File: src/rtl/dmem_arbiter_if.sv
// dmem_arbiter_if
// Bundles the two requester ports and the data-memory port that the
// dmem_arbiter sits between.
//   master : arbiter view (takes requests and MEM_RDATA; drives grants,
//            read returns and the memory address/data/strobes)
//   slave  : requester + memory view (the mirror image of master)
// Port 0 is the core load/store path, port 1 the debug/loader DMA.
interface dmem_arbiter_if #(
  parameter int ADDR_W = 32,
  parameter int DATA_W = 32
);
  logic              REQ0_READ;
  logic              REQ0_WRITE;
  logic [ADDR_W-1:0] REQ0_ADDR;
  logic [DATA_W-1:0] REQ0_WDATA;
  logic              GNT0;
  logic              REQ0_VALID;
  logic [DATA_W-1:0] REQ0_RDATA;

  logic              REQ1_READ;
  logic              REQ1_WRITE;
  logic [ADDR_W-1:0] REQ1_ADDR;
  logic [DATA_W-1:0] REQ1_WDATA;
  logic              GNT1;
  logic              REQ1_VALID;
  logic [DATA_W-1:0] REQ1_RDATA;

  logic [ADDR_W-1:0] MEM_ADDR;
  logic [DATA_W-1:0] MEM_WDATA;
  logic              MEM_READ;
  logic              MEM_WRITE;
  logic [DATA_W-1:0] MEM_RDATA;

  modport master (
    input  REQ0_READ, REQ0_WRITE, REQ0_ADDR, REQ0_WDATA,
    input  REQ1_READ, REQ1_WRITE, REQ1_ADDR, REQ1_WDATA,
    input  MEM_RDATA,
    output GNT0, REQ0_VALID, REQ0_RDATA,
    output GNT1, REQ1_VALID, REQ1_RDATA,
    output MEM_ADDR, MEM_WDATA, MEM_READ, MEM_WRITE
  );

  modport slave (
    output REQ0_READ, REQ0_WRITE, REQ0_ADDR, REQ0_WDATA,
    output REQ1_READ, REQ1_WRITE, REQ1_ADDR, REQ1_WDATA,
    output MEM_RDATA,
    input  GNT0, REQ0_VALID, REQ0_RDATA,
    input  GNT1, REQ1_VALID, REQ1_RDATA,
    input  MEM_ADDR, MEM_WDATA, MEM_READ, MEM_WRITE
  );
endinterface

File: src/rtl/dmem_arbiter.sv
// dmem_arbiter
// Shares one data-memory port between the core (port 0) and the debug/loader
// DMA (port 1). Round-robin arbitration in IDLE with a combinational grant;
// writes complete in the grant cycle, reads block the memory port until the
// fixed read latency has elapsed and then return the data as a one-cycle
// VALID pulse with registered RDATA on the owning port.
// Ports:
//   CLK   : clock, all state on the rising edge
//   RESET : synchronous, active-high reset
//   bus   : dmem_arbiter_if.master (both requester ports + memory port)
// Parameters:
//   ADDR_W, DATA_W : address / data widths
//   RD_LAT         : cycles from the MEM_READ cycle to MEM_RDATA valid (1..7)
module dmem_arbiter #(
  parameter int ADDR_W = 32,
  parameter int DATA_W = 32,
  parameter int RD_LAT = 1
) (
  input logic             CLK,
  input logic             RESET,
  dmem_arbiter_if.master  bus
);

  localparam logic [2:0] LAT = 3'(RD_LAT);

  typedef enum logic {IDLE, RD_WAIT} state_t;

  state_t            state;
  logic              prio;
  logic              owner;
  logic [2:0]        cnt;
  logic [ADDR_W-1:0] rd_addr;
  logic [DATA_W-1:0] rdata0;
  logic [DATA_W-1:0] rdata1;
  logic              valid0;
  logic              valid1;

  logic              req0;
  logic              req1;
  logic              win0;
  logic              win1;
  logic              sel_wr;
  logic              sel_rd;
  logic [ADDR_W-1:0] sel_addr;
  logic [DATA_W-1:0] sel_wdata;
  logic [ADDR_W-1:0] mem_addr;
  logic [DATA_W-1:0] mem_wdata;

  always_comb begin
    req0 = bus.REQ0_READ | bus.REQ0_WRITE;
    req1 = bus.REQ1_READ | bus.REQ1_WRITE;
    win0 = 1'b0;
    win1 = 1'b0;
    // Grants are only possible from IDLE and never while reset is asserted.
    if (!RESET && state == IDLE) begin
      if (req0 && (!req1 || !prio))
        win0 = 1'b1;
      else if (req1)
        win1 = 1'b1;
    end
    sel_wr    = win0 ? bus.REQ0_WRITE : bus.REQ1_WRITE;
    sel_rd    = win0 ? bus.REQ0_READ  : bus.REQ1_READ;
    sel_addr  = win0 ? bus.REQ0_ADDR  : bus.REQ1_ADDR;
    sel_wdata = win0 ? bus.REQ0_WDATA : bus.REQ1_WDATA;
    mem_addr  = '0;
    mem_wdata = '0;
    if (win0 || win1) begin
      mem_addr  = sel_addr;
      mem_wdata = sel_wdata;
    end else if (!RESET && state == RD_WAIT) begin
      mem_addr  = rd_addr;
    end
  end

  assign bus.GNT0       = win0;
  assign bus.GNT1       = win1;
  // READ together with WRITE is a plain write: no read sequence is started.
  assign bus.MEM_WRITE  = (win0 | win1) & sel_wr;
  assign bus.MEM_READ   = (win0 | win1) & sel_rd & ~sel_wr;
  assign bus.MEM_ADDR   = mem_addr;
  assign bus.MEM_WDATA  = mem_wdata;
  assign bus.REQ0_VALID = valid0;
  assign bus.REQ1_VALID = valid1;
  assign bus.REQ0_RDATA = rdata0;
  assign bus.REQ1_RDATA = rdata1;

  always_ff @(posedge CLK) begin
    if (RESET) begin
      state  <= IDLE;
      prio   <= 1'b0;
      owner  <= 1'b0;
      cnt    <= 3'd0;
      valid0 <= 1'b0;
      valid1 <= 1'b0;
      rdata0 <= '0;
      rdata1 <= '0;
    end else begin
      valid0 <= 1'b0;
      valid1 <= 1'b0;
      case (state)
        IDLE: begin
          if (win0 || win1) begin
            // Priority passes to the other port after every grant.
            prio <= win0;
            if (sel_rd && !sel_wr) begin
              state   <= RD_WAIT;
              owner   <= win1;
              cnt     <= 3'd1;
              rd_addr <= sel_addr;
            end
          end
        end
        RD_WAIT: begin
          cnt <= cnt + 3'd1;
          // Memory data is valid in the cycle the count reaches the latency.
          if (cnt == LAT) begin
            state <= IDLE;
            if (owner) begin
              rdata1 <= bus.MEM_RDATA;
              valid1 <= 1'b1;
            end else begin
              rdata0 <= bus.MEM_RDATA;
              valid0 <= 1'b1;
            end
          end
        end
      endcase
    end
  end

endmodule
File: src/flat_wrapper.sv
// flat-port wrapper written by rule: the top's interface ports become plain ports
module dmem_arbiter_flat 
#(
  parameter int ADDR_W = 32,
  parameter int DATA_W = 32,
  parameter int RD_LAT = 1
)
  (CLK, RESET, bus_REQ0_READ, bus_REQ0_WRITE, bus_REQ0_ADDR, bus_REQ0_WDATA, bus_REQ1_READ, bus_REQ1_WRITE, bus_REQ1_ADDR, bus_REQ1_WDATA, bus_MEM_RDATA, bus_GNT0, bus_REQ0_VALID, bus_REQ0_RDATA, bus_GNT1, bus_REQ1_VALID, bus_REQ1_RDATA, bus_MEM_ADDR, bus_MEM_WDATA, bus_MEM_READ, bus_MEM_WRITE);
  dmem_arbiter_if #(.ADDR_W(ADDR_W), .DATA_W(DATA_W)) bus_i ();
  input logic CLK;
  input logic RESET;
  input wire logic [$bits(bus_i.REQ0_READ)-1:0] bus_REQ0_READ;
  input wire logic [$bits(bus_i.REQ0_WRITE)-1:0] bus_REQ0_WRITE;
  input wire logic [$bits(bus_i.REQ0_ADDR)-1:0] bus_REQ0_ADDR;
  input wire logic [$bits(bus_i.REQ0_WDATA)-1:0] bus_REQ0_WDATA;
  input wire logic [$bits(bus_i.REQ1_READ)-1:0] bus_REQ1_READ;
  input wire logic [$bits(bus_i.REQ1_WRITE)-1:0] bus_REQ1_WRITE;
  input wire logic [$bits(bus_i.REQ1_ADDR)-1:0] bus_REQ1_ADDR;
  input wire logic [$bits(bus_i.REQ1_WDATA)-1:0] bus_REQ1_WDATA;
  input wire logic [$bits(bus_i.MEM_RDATA)-1:0] bus_MEM_RDATA;
  output wire logic [$bits(bus_i.GNT0)-1:0] bus_GNT0;
  output wire logic [$bits(bus_i.REQ0_VALID)-1:0] bus_REQ0_VALID;
  output wire logic [$bits(bus_i.REQ0_RDATA)-1:0] bus_REQ0_RDATA;
  output wire logic [$bits(bus_i.GNT1)-1:0] bus_GNT1;
  output wire logic [$bits(bus_i.REQ1_VALID)-1:0] bus_REQ1_VALID;
  output wire logic [$bits(bus_i.REQ1_RDATA)-1:0] bus_REQ1_RDATA;
  output wire logic [$bits(bus_i.MEM_ADDR)-1:0] bus_MEM_ADDR;
  output wire logic [$bits(bus_i.MEM_WDATA)-1:0] bus_MEM_WDATA;
  output wire logic [$bits(bus_i.MEM_READ)-1:0] bus_MEM_READ;
  output wire logic [$bits(bus_i.MEM_WRITE)-1:0] bus_MEM_WRITE;
  assign bus_i.REQ0_READ = bus_REQ0_READ;
  assign bus_i.REQ0_WRITE = bus_REQ0_WRITE;
  assign bus_i.REQ0_ADDR = bus_REQ0_ADDR;
  assign bus_i.REQ0_WDATA = bus_REQ0_WDATA;
  assign bus_i.REQ1_READ = bus_REQ1_READ;
  assign bus_i.REQ1_WRITE = bus_REQ1_WRITE;
  assign bus_i.REQ1_ADDR = bus_REQ1_ADDR;
  assign bus_i.REQ1_WDATA = bus_REQ1_WDATA;
  assign bus_i.MEM_RDATA = bus_MEM_RDATA;
  assign bus_GNT0 = bus_i.GNT0;
  assign bus_REQ0_VALID = bus_i.REQ0_VALID;
  assign bus_REQ0_RDATA = bus_i.REQ0_RDATA;
  assign bus_GNT1 = bus_i.GNT1;
  assign bus_REQ1_VALID = bus_i.REQ1_VALID;
  assign bus_REQ1_RDATA = bus_i.REQ1_RDATA;
  assign bus_MEM_ADDR = bus_i.MEM_ADDR;
  assign bus_MEM_WDATA = bus_i.MEM_WDATA;
  assign bus_MEM_READ = bus_i.MEM_READ;
  assign bus_MEM_WRITE = bus_i.MEM_WRITE;
  dmem_arbiter #(.ADDR_W(ADDR_W), .DATA_W(DATA_W), .RD_LAT(RD_LAT)) u_core (.CLK(CLK), .RESET(RESET), .bus(bus_i));
endmodule
File: config.mk
export PLATFORM = sky130hd
export DESIGN_NAME = dmem_arbiter_flat
export DESIGN_NICKNAME = d
export VERILOG_FILES = /design/src/rtl/dmem_arbiter_if.sv /design/src/rtl/dmem_arbiter.sv /design/src/flat_wrapper.sv
export SDC_FILE = /design/constraint.sdc
export NUM_CORES = 1
export LEC_CHECK = 0
export CELL_PAD_IN_SITES_DETAIL_PLACEMENT = 1
export CELL_PAD_IN_SITES_GLOBAL_PLACEMENT = 1
export CORE_MARGIN = 2
export CORE_UTILIZATION = 29
export CTS_BUF_LIST = sky130_fd_sc_hd__clkbuf_2 sky130_fd_sc_hd__clkbuf_4 sky130_fd_sc_hd__clkbuf_8
export DETAILED_ROUTE_END_ITERATION = 10
export PLACE_DENSITY = 0.89
export SLEW_MARGIN = 25
export SYNTH_ARGS = -nofsm -noshare
export SYNTH_HDL_FRONTEND = slang
export SYNTH_SLANG_ARGS = --single-unit
File: constraint.sdc
create_clock -name CLK -period 3.5 [get_ports CLK]
set_clock_uncertainty 0.2 [all_clocks]
set_input_delay 0.35 -clock CLK [delete_from_list [all_inputs] [get_ports CLK]]
set_output_delay 0.35 -clock CLK [all_outputs]
set_load 0.1 [all_outputs]
==> impl_summary.txt, run 1 <==
----------------------------------------------------
[Synth]
  Synthesized instance count ... 577
  Primary FF master, synth ... dfxtp_1
  Cells taking the most area after synthesis ... dfxtp_1 29%, nand2_1 20%, edfxtp_1 20%
  Number of distinct library cells after synthesis ... 32
  Number of enable flip-flop cells after synthesis ... 32
  Sequential cell area fraction in the yosys report ... 0.488
  Share of the synthesized area in the top cell type ... 0.293
  Total of flip-flops plus latches after synthesis ... 104
  Avg Cell Area, Syn ... 8.52 µm²
  Post-synth ARST share ... 0
  Syn Nets ... 745
  Post-synth top area cell ... dfxtp_1
  Warnings, synthesis ... 0
  Post-synthesis cell area ... 4920 µm²

[Detailed routing]
  Vias after detailed routing ... 5293
  Routed length per instance ... 19.2 µm
  Count of antenna-violating nets left after detailed routing ... 0
  1st-pass router iterations ... 4
  Vias/cell ... 4.88
  Remaining design rule violation count ... 0
  Detailed Route Iter0 Violations ... 202
  Drt total wl ... 20800 µm

[Global route]
  Initial antenna violation count ... 3
  Maximum number of pins on one net before global-route repair ... 73
  Via count of the first global-routing pass ... 5753
  Global route overflow ... 0
  Global-route wire length before repair ... 31600 µm
  Combined global-route utilization of all metal layers ... 0.226

[Pwr]
  Sw Ratio ... 0.428
  Share of total power in the clock network ... 0.179
  Portion of total power attributed to combinational logic ... 0.480
  Lkg Pwr ... 3.40 nW
  IR Drop Worst-Case VDD ... 0.000240 V
  Power density relative to cell area ... 441 nW/µm²
  Pint ... 2.23 mW
  Sw power ... 1.67 mW
  Design Power ... 3.90 mW
  Power share of the sequential group ... 0.340

[Clock network]
  Buffer type at the clock tree root ... clkbuf_8
  TritonCTS clock tree ... done
  Post-CTS clock slew at the launch and capture registers of the worst setup and hold paths ... 0.11 ns
  Post-CTS setup buffer count ... 0
  H-tree levels ... 3
  Inserted Clock Buffers ... 9
  Post-cts hold buffer count ... 0
  Post-cts sizing count ... 0
  Max clock buf depth ... 2
  Total clock sinks ... 104
  Clk Latency, worst-skew pair ... 0.38 ns

[Cells and area]
  Final core occ ... 0.533
  Final-layout fill cell count ... 1864
  Layout overhead on the synthesized area ... 79.8%
  Final net count ... 1025
  Fraction of final layout cells sized beyond drive strength 1 ... 0.151

[Floorplan]
  Overall die area ... 18000 µm²
  Initial core utilization ... 0.297
  Top-level port count ... 300
  Die H ... 134 µm
  Core region area ... 16600 µm²
  Die width ... 134 µm
  Floorplan row count ... 47

[STA]
  Unrepaired setup endpoints after global routing ... no
  Post-route minimum period ... 2.93 ns
  Final hold viol count ... 0
  Post-route clock period utilization ... 0.837
  Final-report setup violation count ... 0
  Pin slew with the least headroom to its limit ... 1.02 ns
  Max-slew violation count ... 0
  Total negative slack for setup checks ... 0 ns
  Smallest hold slack ... 0.152 ns
  Fmax ... 341 MHz
  Worst slew margin relative to its limit ... 0.316

[Worst setup path]
  Worst r2r src ... u_core.prio
  CP arrival ... 2.38 ns
  Sort of element at the end of the critical path ... output port
  Worst Path Required ... 2.95 ns
  Type of the worst setup path ... reg2out
  Max FO, Critical Path ... 20
  Reg-to-reg slack, setup ... 1.38 ns
  Critical path launch point ... u_core.state
  Nature of the critical path startpoint ... register

[Placement]
  Quantity of I/O buffers inserted on ports ... 299
  Detailed placer's ending HPWL ... 15900 µm
  Final weighted congestion in routability-driven placement ... 0.856

[Status]
  Outcome ... finished, final reports clean

[Hold path]
  Class of the tightest hold or removal check ... in2reg
  Hold Startpoint ... RESET

[Job]
  Max-cap violation count ... 0

----------------------------------------------------
-- cells in the final DEF, fill, tap and decap left out, types with 4 or more instances in the layout --
master,count
nor2_1,4
buf_12,70
clkbuf_8,9
a22oi_1,32
and2_1,4
a21oi_1,41
clkdlybuf4s50_1,230
a22o_1,31
diode_2,4
buf_4,12
nand2_1,264
inv_1,4
dfxtp_1,72
a21oi_2,25
edfxtp_1,32
-- routing by layer --
metal  vias to the layer above  part of all wire  GRT usage
li1                       2508                 -          -
met1                      2547              0.36      0.221
met2                       210              0.52      0.418
met3                        28              0.10     0.0960
met4                         0             0.025     0.0924
met5                         -                 0          0
-- cell families (layout without fill, tap and decap cells) --
logic type                 Yosys count  in the layout  share of synthesized area
other                                0              4                          0
AOI/OAI and AO/OA                  142            142                      0.209
DFF                                104            104                      0.488
xor gates and xnor gates             1              1                    0.00178
buffers and inverters               49            332                     0.0697
and+or+nand+nor                    279            279                      0.226
adders and majority gates            2              2                    0.00509
-- power by group through the flow --
stage / logic, mW / registers, mW / clock network, mW
6_report: 1.88 / 1.33 / 0.700
4_1_cts: 1.89 / 1.33 / 0.726
5_1_grt: 1.94 / 1.33 / 0.763
3_3_place_gp: 1.85 / 1.35 / 0
3_5_place_dp: 1.88 / 1.36 / 0
2_1_floorplan: 0.995 / 1.48 / 0
-- state kept, by name (all words and copies together), names as in the netlist --
signal,count
u_core.cnt,3
u_core.bus.REQ1_VALID,1
u_core.prio,1
u_core.rd_addr,32
u_core.state,1
u_core.bus.REQ1_RDATA,32
u_core.bus.REQ0_RDATA,32
u_core.bus.REQ0_VALID,1
u_core.owner,1
-- stage by stage --
step | instance area, µm² | setup slack, ns | std cells
floorplan | 4920 | 0.724 | 577
global placement | 8670 | 0.663 | 1066
detailed placement | 8670 | 0.590 | 1066
CTS | 8830 | 0.525 | 1080
global route | 8840 | 0.416 | 1084
finish | 8840 | 0.571 | 1084
-- critical path: stages (launching register included) --
cell,delay [ns]
dfxtp_1,0.45
nor2_8,0.22
o221a_2,0.60
buf_4,0.29
a22o_1,0.23
buf_12,0.19
-- synthesized netlist by cell type, types with 10 or more instances --
| master | number |
|---|---|
| dfxtp_1 | 72 |
| nand2_1 | 264 |
| a21oi_2 | 25 |
| a22oi_1 | 32 |
| a22o_1 | 31 |
| edfxtp_1 | 32 |
| buf_6 | 17 |
| a21oi_1 | 41 |
| buf_2 | 13 |
| clkbuf_1 | 10 |
-- final timing paths --
| path | end | cells past startpoint |
|---|---|---|
| max | bus_MEM_WDATA[6] | 5 |
| max reg2reg | u_core.rd_addr[9] | 4 |
| min reg2reg | u_core.bus.REQ1_RDATA[25] | 2 |
| min | u_core.cnt[2] | 4 |
-- area by class of cell --
cell class / count / area, µm² / area share
antenna: 4 / 10.0 / 0.00113
clock buffer: 10 / 131 / 0.0149
clock inverter: 4 / 32.5 / 0.00368
inverter: 5 / 18.8 / 0.00212
multi-input combinational: 424 / 2180 / 0.246
sequential: 104 / 2400 / 0.272
tap: 220 / 275 / 0.0311
timing repair buffer: 313 / 3800 / 0.429
Power figures use the tool's default switching activity.
==> run 2: changes to the inputs <==
--- a/config.mk
+++ b/config.mk
@@ -8,10 +8,10 @@
 export CELL_PAD_IN_SITES_DETAIL_PLACEMENT = 1
 export CELL_PAD_IN_SITES_GLOBAL_PLACEMENT = 1
 export CORE_MARGIN = 2
-export CORE_UTILIZATION = 29
+export CORE_UTILIZATION = 24
 export CTS_BUF_LIST = sky130_fd_sc_hd__clkbuf_2 sky130_fd_sc_hd__clkbuf_4 sky130_fd_sc_hd__clkbuf_8
 export DETAILED_ROUTE_END_ITERATION = 10
-export PLACE_DENSITY = 0.89
+export PLACE_DENSITY = 0.79
 export SLEW_MARGIN = 25
 export SYNTH_ARGS = -nofsm -noshare
 export SYNTH_HDL_FRONTEND = slang
==> constraint.sdc (replaced) <==
create_clock -name CLK -period 2.54 [get_ports CLK]
set_clock_uncertainty 0.2 [all_clocks]
set_input_delay 0.254 -clock CLK [delete_from_list [all_inputs] [get_ports CLK]]
set_output_delay 0.254 -clock CLK [all_outputs]
set_load 0.1 [all_outputs]
==> run 2 against run 1 <==
- clock-buffer cell count increased by 2
- cell count increased by 5.2%
- via count decreased by 1.6%
==> impl_summary.txt, run 2 (synthesized netlist as in run 1, its figures left out) <==
----------------------------------------------------
[Placement]
  Detailed placer's ending HPWL ... 15600 µm (was 15900 µm)
  Placement Cell Area ... 8630 µm² (was 8670 µm²)
  Final weighted congestion in routability-driven placement ... 0.893 (was 0.856)
  Setup slack after placement ... 0.106 ns (was 0.590 ns)
  Quantity of I/O buffers inserted on ports ... 299 (unchanged)

[Cells and area]
  Final-layout fill cell count ... 2270 (was 1864)
  Final std cell area, no fill ... 8870 µm² (was 8840 µm²)
  Leading cell type in the layout, fill and taps excluded ... nand2_1 (unchanged)
  Layout overhead on the synthesized area ... 80.3% (was 79.8%)
  Fraction of final layout cells sized beyond drive strength 1 ... 0.236 (was 0.151)
  Most used cells in the layout excluding fill and tap cells ... 264 x nand2_1, 164 x clkdlybuf4s50_1, 78 x buf_4 (was 264 x nand2_1, 230 x clkdlybuf4s50_1, 72 x dfxtp_1)
  Final net count ... 1028 (was 1025)

[Clock network]
  Buffer type at the clock tree root ... clkbuf_8 (unchanged)
  Clk Latency, worst-skew pair ... 0.38 ns (about the same)
  Post-CTS setup buffer count ... 0 (unchanged)
  Inserted Clock Buffers ... 9 (unchanged)
  Post-cts hold buffer count ... 0 (unchanged)
  TritonCTS clock tree ... done (unchanged)
  H-tree levels ... 3 (unchanged)
  Post-CTS clock slew at the launch and capture registers of the worst setup and hold paths ... 0.09 ns (was 0.11 ns)
  Max clock buf depth ... 2 (unchanged)
  Total clock sinks ... 104 (unchanged)

[Floorplan]
  Floorplan row count ... 52 (was 47)
  Die width ... 147 µm (was 134 µm)
  Die H ... 147 µm (was 134 µm)
  Initial core utilization ... 0.244 (was 0.297)
  Top-level port count ... 300 (unchanged)
  Core region area ... 20200 µm² (was 16600 µm²)
  Overall die area ... 21700 µm² (was 18000 µm²)

[Detailed routing]
  Vias/cell ... 4.57 (was 4.88)
  Count of antenna-violating nets left after detailed routing ... 0 (unchanged)
  Vias after detailed routing ... 5206 (was 5293)
  Remaining design rule violation count ... 0 (unchanged)
  Detailed Route Iter0 Violations ... 148 (was 202)
  Routed length per instance ... 18.6 µm (was 19.2 µm)
  Drt total wl ... 21200 µm (was 20800 µm)
  1st-pass router iterations ... 4 (unchanged)

[Pwr]
  Sw power ... 2.31 mW (was 1.67 mW)
  Power density relative to cell area ... 625 nW/µm² (was 441 nW/µm²)
  Sw Ratio ... 0.417 (was 0.428)
  Design Power ... 5.54 mW (was 3.90 mW)
  Lkg Pwr ... 3.59 nW (was 3.40 nW)
  Portion of total power attributed to combinational logic ... 0.469 (was 0.480)
  Power share of the sequential group ... 0.330 (was 0.340)
  IR Drop Worst-Case VDD ... 0.000282 V (was 0.000240 V)
  Share of total power in the clock network ... 0.202 (was 0.179)
  Pint ... 3.23 mW (was 2.23 mW)

[STA]
  Post-route clock period utilization ... 0.957
  Minimum setup slack in the final design ... 0.110 ns (was 0.571 ns)
  Worst slew margin relative to its limit ... 0.378 (was 0.316)
  Total negative slack for setup checks ... 0 ns (unchanged)
  Post-route minimum period ... 2.43 ns
  Final-report setup violation count ... 0 (unchanged)
  Unrepaired setup endpoints after global routing ... no (unchanged)
  Smallest hold slack ... 0.0275 ns (was 0.152 ns)
  Max-slew violation count ... 0 (unchanged)
  Pin slew with the least headroom to its limit ... 0.933 ns (was 1.02 ns)
  Fmax ... 411 MHz
  Final hold viol count ... 0 (unchanged)

[Global route]
  Combined global-route utilization of all metal layers ... 0.188 (was 0.226)
  Global-route wire length before repair ... 31700 µm (was 31600 µm)
  Via count of the first global-routing pass ... 5451 (was 5753)
  Maximum number of pins on one net before global-route repair ... 73 (unchanged)
  Global route overflow ... 0 (unchanged)
  Initial antenna violation count ... 5 (was 3)

[Worst setup path]
  Nature of the critical path startpoint ... input pin (was register)
  Ordered list of cells on the worst path ... clkdlybuf4s50_1 > buf_4 > o221a_2 > buf_12 > a22oi_1 > nand2_1 > buf_12 (was nor2_8 > o221a_2 > buf_4 > a22o_1 > buf_12)
  Worst Path Required ... 2.09 ns (was 2.95 ns)
  Type of the worst setup path ... in2out (was reg2out)
  Buf/Inv on CP ... 4 (was 2)
  Worst path most repeated cell ... buf_12
  Top cell family by delay on the critical path ... buffers and inverters (was compound AO/OA/AOI/OAI gates)
  Sort of element at the end of the critical path ... output port (unchanged)
  Max FO, Critical Path ... 32 (was 20)
  CP arrival ... 1.98 ns (was 2.38 ns)
  Stage delay of the slowest cell on the critical path ... 0.45 ns (was 0.60 ns)
  Slowest-stage cell, CP ... clkdlybuf4s50_1 (was o221a_2)

[Job]
  Max-cap violation count ... 0 (unchanged)

[Status]
  Outcome ... finished, final reports clean (unchanged)

[Hold path]
  Class of the tightest hold or removal check ... in2reg (unchanged)

----------------------------------------------------
## run 2: cell types whose count changed in the layout (fill, tap and decap cells not counted), sizes merged
cell           change
buf               +68
bufinv             +1
clkdlybuf4s50     -66
diode              +1
clkbuf             +3
inv                +1
clkinv             -2
## run 2: final timing paths
check                             from                   endpoint  slack (ns)  depth (start not counted)
max                     bus_REQ1_WRITE           bus_MEM_ADDR[15]        0.11                          7
min reg2reg  u_core.bus.REQ0_RDATA[23]  u_core.bus.REQ0_RDATA[23]        0.26                          2
min                              RESET              u_core.cnt[2]        0.03                          4
max reg2reg              u_core.cnt[0]   u_core.bus.REQ1_RDATA[2]        0.67                          6
## run 2: what timing repair did
item	4_1_cts	5_1_grt
resized for setup	1	0
cloned	0	1
endpoints found under the setup margin	4	9
## run 2: routing by layer
layer,track usage,part of all wire
met1,0.209,0.40
met4,0.0639,0.022
met3,0.0668,0.083
met2,0.334,0.50
met5,0,0
## run 2: layout make-up
cell class,count,area [µm²],share of cell area
repair buffers,316,3710,0.419
flip-flops and latches,104,2400,0.271
multi-input cells,424,2180,0.246
well taps,270,338,0.0381
clock buffers,12,153,0.0172
clock inverters,4,50.0,0.00564
inverters,5,18.8,0.00212
diodes,5,12.5,0.00141
## run 2: stage by stage
step,std cells,utilization
after floorplan,577,-
after global placement,1118,0.428
after detailed placement,1118,0.428
after CTS,1134,0.438
after global routing,1140,0.440
final,1140,0.440
## run 2: power by group through the flow
stage	Combinational, mW	Sequential (mW)	Clock [mW]
final	2.60	1.83	1.12
after global routing	2.69	1.84	1.25
after CTS	2.61	1.83	1.17
after detailed placement	2.60	1.87	0
after global placement	2.58	1.86	0
after floorplan	1.37	2.04	0
## run 2: worst register-to-register path: stages (launching register included)
cell and delay, ns:
dfxtp_1 0.40, ha_1 0.16, and3b_4 0.21, and2_1 0.12, buf_4 0.37, nand2_1 0.17
a21oi_1 0.15
==> run 3: changes to the inputs <==
--- a/config.mk
+++ b/config.mk
@@ -7,7 +7,7 @@
 export LEC_CHECK = 0
 export CELL_PAD_IN_SITES_DETAIL_PLACEMENT = 1
 export CELL_PAD_IN_SITES_GLOBAL_PLACEMENT = 1
-export CORE_MARGIN = 2
+export CORE_MARGIN = 8
 export CORE_UTILIZATION = 24
 export CTS_BUF_LIST = sky130_fd_sc_hd__clkbuf_2 sky130_fd_sc_hd__clkbuf_4 sky130_fd_sc_hd__clkbuf_8
 export DETAILED_ROUTE_END_ITERATION = 10
==> run 3 against run 2 <==
- critical endpoint is now bus_MEM_ADDR[30]
- combinational power hardly changed
- wire length is 7.4% higher
- fmax is 0.39% higher
- highest routed layer is now met5
- flip-flop and latch count stayed put
- sequential power hardly changed
- largest power group unchanged
- largest cell class unchanged
- core utilization is 0.068 points higher
==> impl_summary.txt, run 3 (synthesized netlist as in run 1, its figures left out) <==
----------------------------------------------------
[Status]
  Outcome ... finished, final reports clean (unchanged)

[Pwr]
  Pint ... 3.40 mW (was 3.23 mW)
  IR Drop Worst-Case VDD ... 0.000299 V (was 0.000282 V)
  Sw Ratio ... 0.406 (was 0.417)
  Power share of the sequential group ... 0.319 (was 0.330)
  Lkg Pwr ... 3.59 nW (about the same)
  Share of total power in the clock network ... 0.228 (was 0.202)
  Sw power ... 2.32 mW (was 2.31 mW)
  Power density relative to cell area ... 644 nW/µm² (was 625 nW/µm²)
  Portion of total power attributed to combinational logic ... 0.453 (was 0.469)

[Clock network]
  Inserted Clock Buffers ... 9 (unchanged)
  TritonCTS clock tree ... done (unchanged)
  H-tree levels ... 3 (unchanged)
  Post-CTS setup buffer count ... 0 (unchanged)
  Post-CTS clock slew at the launch and capture registers of the worst setup and hold paths ... 0.10 ns (was 0.09 ns)
  Total clock sinks ... 104 (unchanged)
  Max clock buf depth ... 2 (unchanged)
  Buffer type at the clock tree root ... clkbuf_8 (unchanged)
  Clk Latency, worst-skew pair ... 0.37 ns (was 0.38 ns)

[Job]
  Max-cap violation count ... 0 (unchanged)

[Floorplan]
  Floorplan row count ... 52 (unchanged)
  Overall die area ... 25300 µm² (was 21700 µm²)
  Initial core utilization ... 0.244 (unchanged)
  Die width ... 159 µm (was 147 µm)
  Die H ... 159 µm (was 147 µm)
  Top-level port count ... 300 (unchanged)
  Core region area ... 20200 µm² (unchanged)

[Placement]
  Detailed placer's ending HPWL ... 17700 µm (was 15600 µm)
  Count of placed standard cells including taps ... 1117 (was 1118)
  Quantity of I/O buffers inserted on ports ... 299 (unchanged)
  Final weighted congestion in routability-driven placement ... 0.882 (was 0.893)
  Setup slack after placement ... 0.131 ns (was 0.106 ns)

[Worst setup path]
  Type of the worst setup path ... in2out (unchanged)
  Worst-case reg-to-reg path depth ... 6 (unchanged)
  Worst Path Required ... 2.09 ns (about the same)
  Sort of element at the end of the critical path ... output port (unchanged)
  CP arrival ... 1.97 ns (was 1.98 ns)
  Nature of the critical path startpoint ... input pin (unchanged)
  Reg-to-reg endpoint ... u_core.bus.REQ1_RDATA[21] (was u_core.bus.REQ1_RDATA[2])
  Reg-to-reg slack, setup ... 0.72 ns (was 0.67 ns)
  Max FO, Critical Path ... 52 (was 32)
  Worst r2r src ... u_core.cnt[0] (unchanged)

[Cells and area]
  Non-filler cells, final ... 1138 (was 1140)
  Final-layout fill cell count ... 2276 (was 2270)
  Final net count ... 1027 (was 1028)
  Fraction of final layout cells sized beyond drive strength 1 ... 0.234 (was 0.236)
  Layout overhead on the synthesized area ... 80.6% (was 80.3%)
  Most used cells in the layout excluding fill and tap cells ... 264 x nand2_1, 164 x clkdlybuf4s50_1, 78 x buf_4 (unchanged)
  Leading cell type in the layout, fill and taps excluded ... nand2_1 (unchanged)
  Final core occ ... 0.440 (about the same)

[Detailed routing]
  Drt total wl ... 22700 µm (was 21200 µm)
  Routed length per instance ... 20.0 µm (was 18.6 µm)
  Remaining design rule violation count ... 0 (unchanged)
  Vias/cell ... 4.62 (was 4.57)
  Detailed Route Iter0 Violations ... 235 (was 148)
  1st-pass router iterations ... 4 (unchanged)
  Count of antenna-violating nets left after detailed routing ... 0 (unchanged)
  Vias after detailed routing ... 5253 (was 5206)

[Global route]
  Combined global-route utilization of all metal layers ... 0.174 (was 0.188)
  Initial antenna violation count ... 5 (unchanged)
  Via count of the first global-routing pass ... 5751 (was 5451)
  Global-route wire length before repair ... 35000 µm (was 31700 µm)
  Maximum number of pins on one net before global-route repair ... 67 (was 73)
  Global route overflow ... 0 (unchanged)

[Hold path]
  Hold Startpoint ... RESET (unchanged)
  Hold Path Sink ... u_core.state (was u_core.cnt[2])
  Class of the tightest hold or removal check ... in2reg (unchanged)
  Cells on Worst Hold Path ... 3 (was 4)

[STA]
  Fmax ... 413 MHz (was 411 MHz)
  Pin slew with the least headroom to its limit ... 0.878 ns (was 0.933 ns)
  Final hold viol count ... 0 (unchanged)
  Final-report setup violation count ... 0 (unchanged)
  Worst slew margin relative to its limit ... 0.415 (was 0.378)
  Max-slew violation count ... 0 (unchanged)
  Unrepaired setup endpoints after global routing ... no (unchanged)
  Post-route clock period utilization ... 0.953 (was 0.957)
  Post-route minimum period ... 2.42 ns (was 2.43 ns)
  Total negative slack for setup checks ... 0 ns (unchanged)
  Minimum setup slack in the final design ... 0.119 ns (was 0.110 ns)

----------------------------------------------------
## run 3: what timing repair did
action | CTS | global route
hold buffers | 1 | 0
endpoints found under the hold margin | 1 | 0
resized for setup | 0 | 1
endpoints found under the setup margin | 0 | 52
## run 3: critical path, cell delays in order
cell and delay, ns:
clkdlybuf4s50_1 0.50, o21ai_1 0.26, nand3b_4 0.11, inv_2 0.09, buf_12 0.25, nand2_1 0.13
nand2_1 0.14, buf_12 0.19
## run 3: metrics by stage
stage | total power, mW | hold slack, ns | cell area [µm²]
after floorplan | 3.41 | 0.190 | 4920
after global placement | 4.44 | 0.242 | 8610
after detailed placement | 4.48 | 0.249 | 8610
after CTS | 5.81 | 0.00408 | 8870
after global routing | 5.96 | 0.0328 | 8880
final | 5.73 | 0.0355 | 8880
## run 3: worst max path at each step
stage                                   to  cells past startpoint      startpoint
final                     bus_MEM_ADDR[30]                      8  bus_REQ1_WRITE
after global routing       bus_MEM_ADDR[4]                      6    u_core.state
after CTS                 bus_MEM_ADDR[13]                      6    u_core.state
after detailed placement  bus_MEM_ADDR[30]                      8  bus_REQ1_WRITE
after global placement    bus_MEM_ADDR[30]                      8  bus_REQ1_WRITE
after floorplan           bus_MEM_ADDR[10]                      8    u_core.state
## run 3: power groups by stage
stage	Sequential, mW	Combinational (mW)	Clock, mW
floorplan	2.04	1.37	0
global placement	1.86	2.58	0
detailed placement	1.87	2.61	0
CTS	1.83	2.61	1.36
global route	1.84	2.69	1.43
finish	1.83	2.59	1.30
## run 3: per-layer routing
| metal | track usage | routed length [µm] | vias up |
|---|---|---|---|
| met1 | 0.195 | 9270 | 2499 |
| li1 | - | - | 2517 |
| met2 | 0.300 | 11200 | 216 |
| met4 | 0.0613 | 356 | 2 |
| met3 | 0.0618 | 1840 | 19 |
| met5 | 0 | 13 | - |
## run 3: area by class of cell
type | count | area, µm² | share of cell area
Clock buffer | 10 | 138 | 0.0155
Inverter | 5 | 18.8 | 0.00211
Timing Repair Buffer | 315 | 3680 | 0.414
Tap cell | 270 | 338 | 0.0380
Clock inverter | 6 | 116 | 0.0131
Antenna cell | 4 | 10.0 | 0.00113
Multi-Input combinational cell | 424 | 2180 | 0.245
Sequential cell | 104 | 2400 | 0.271
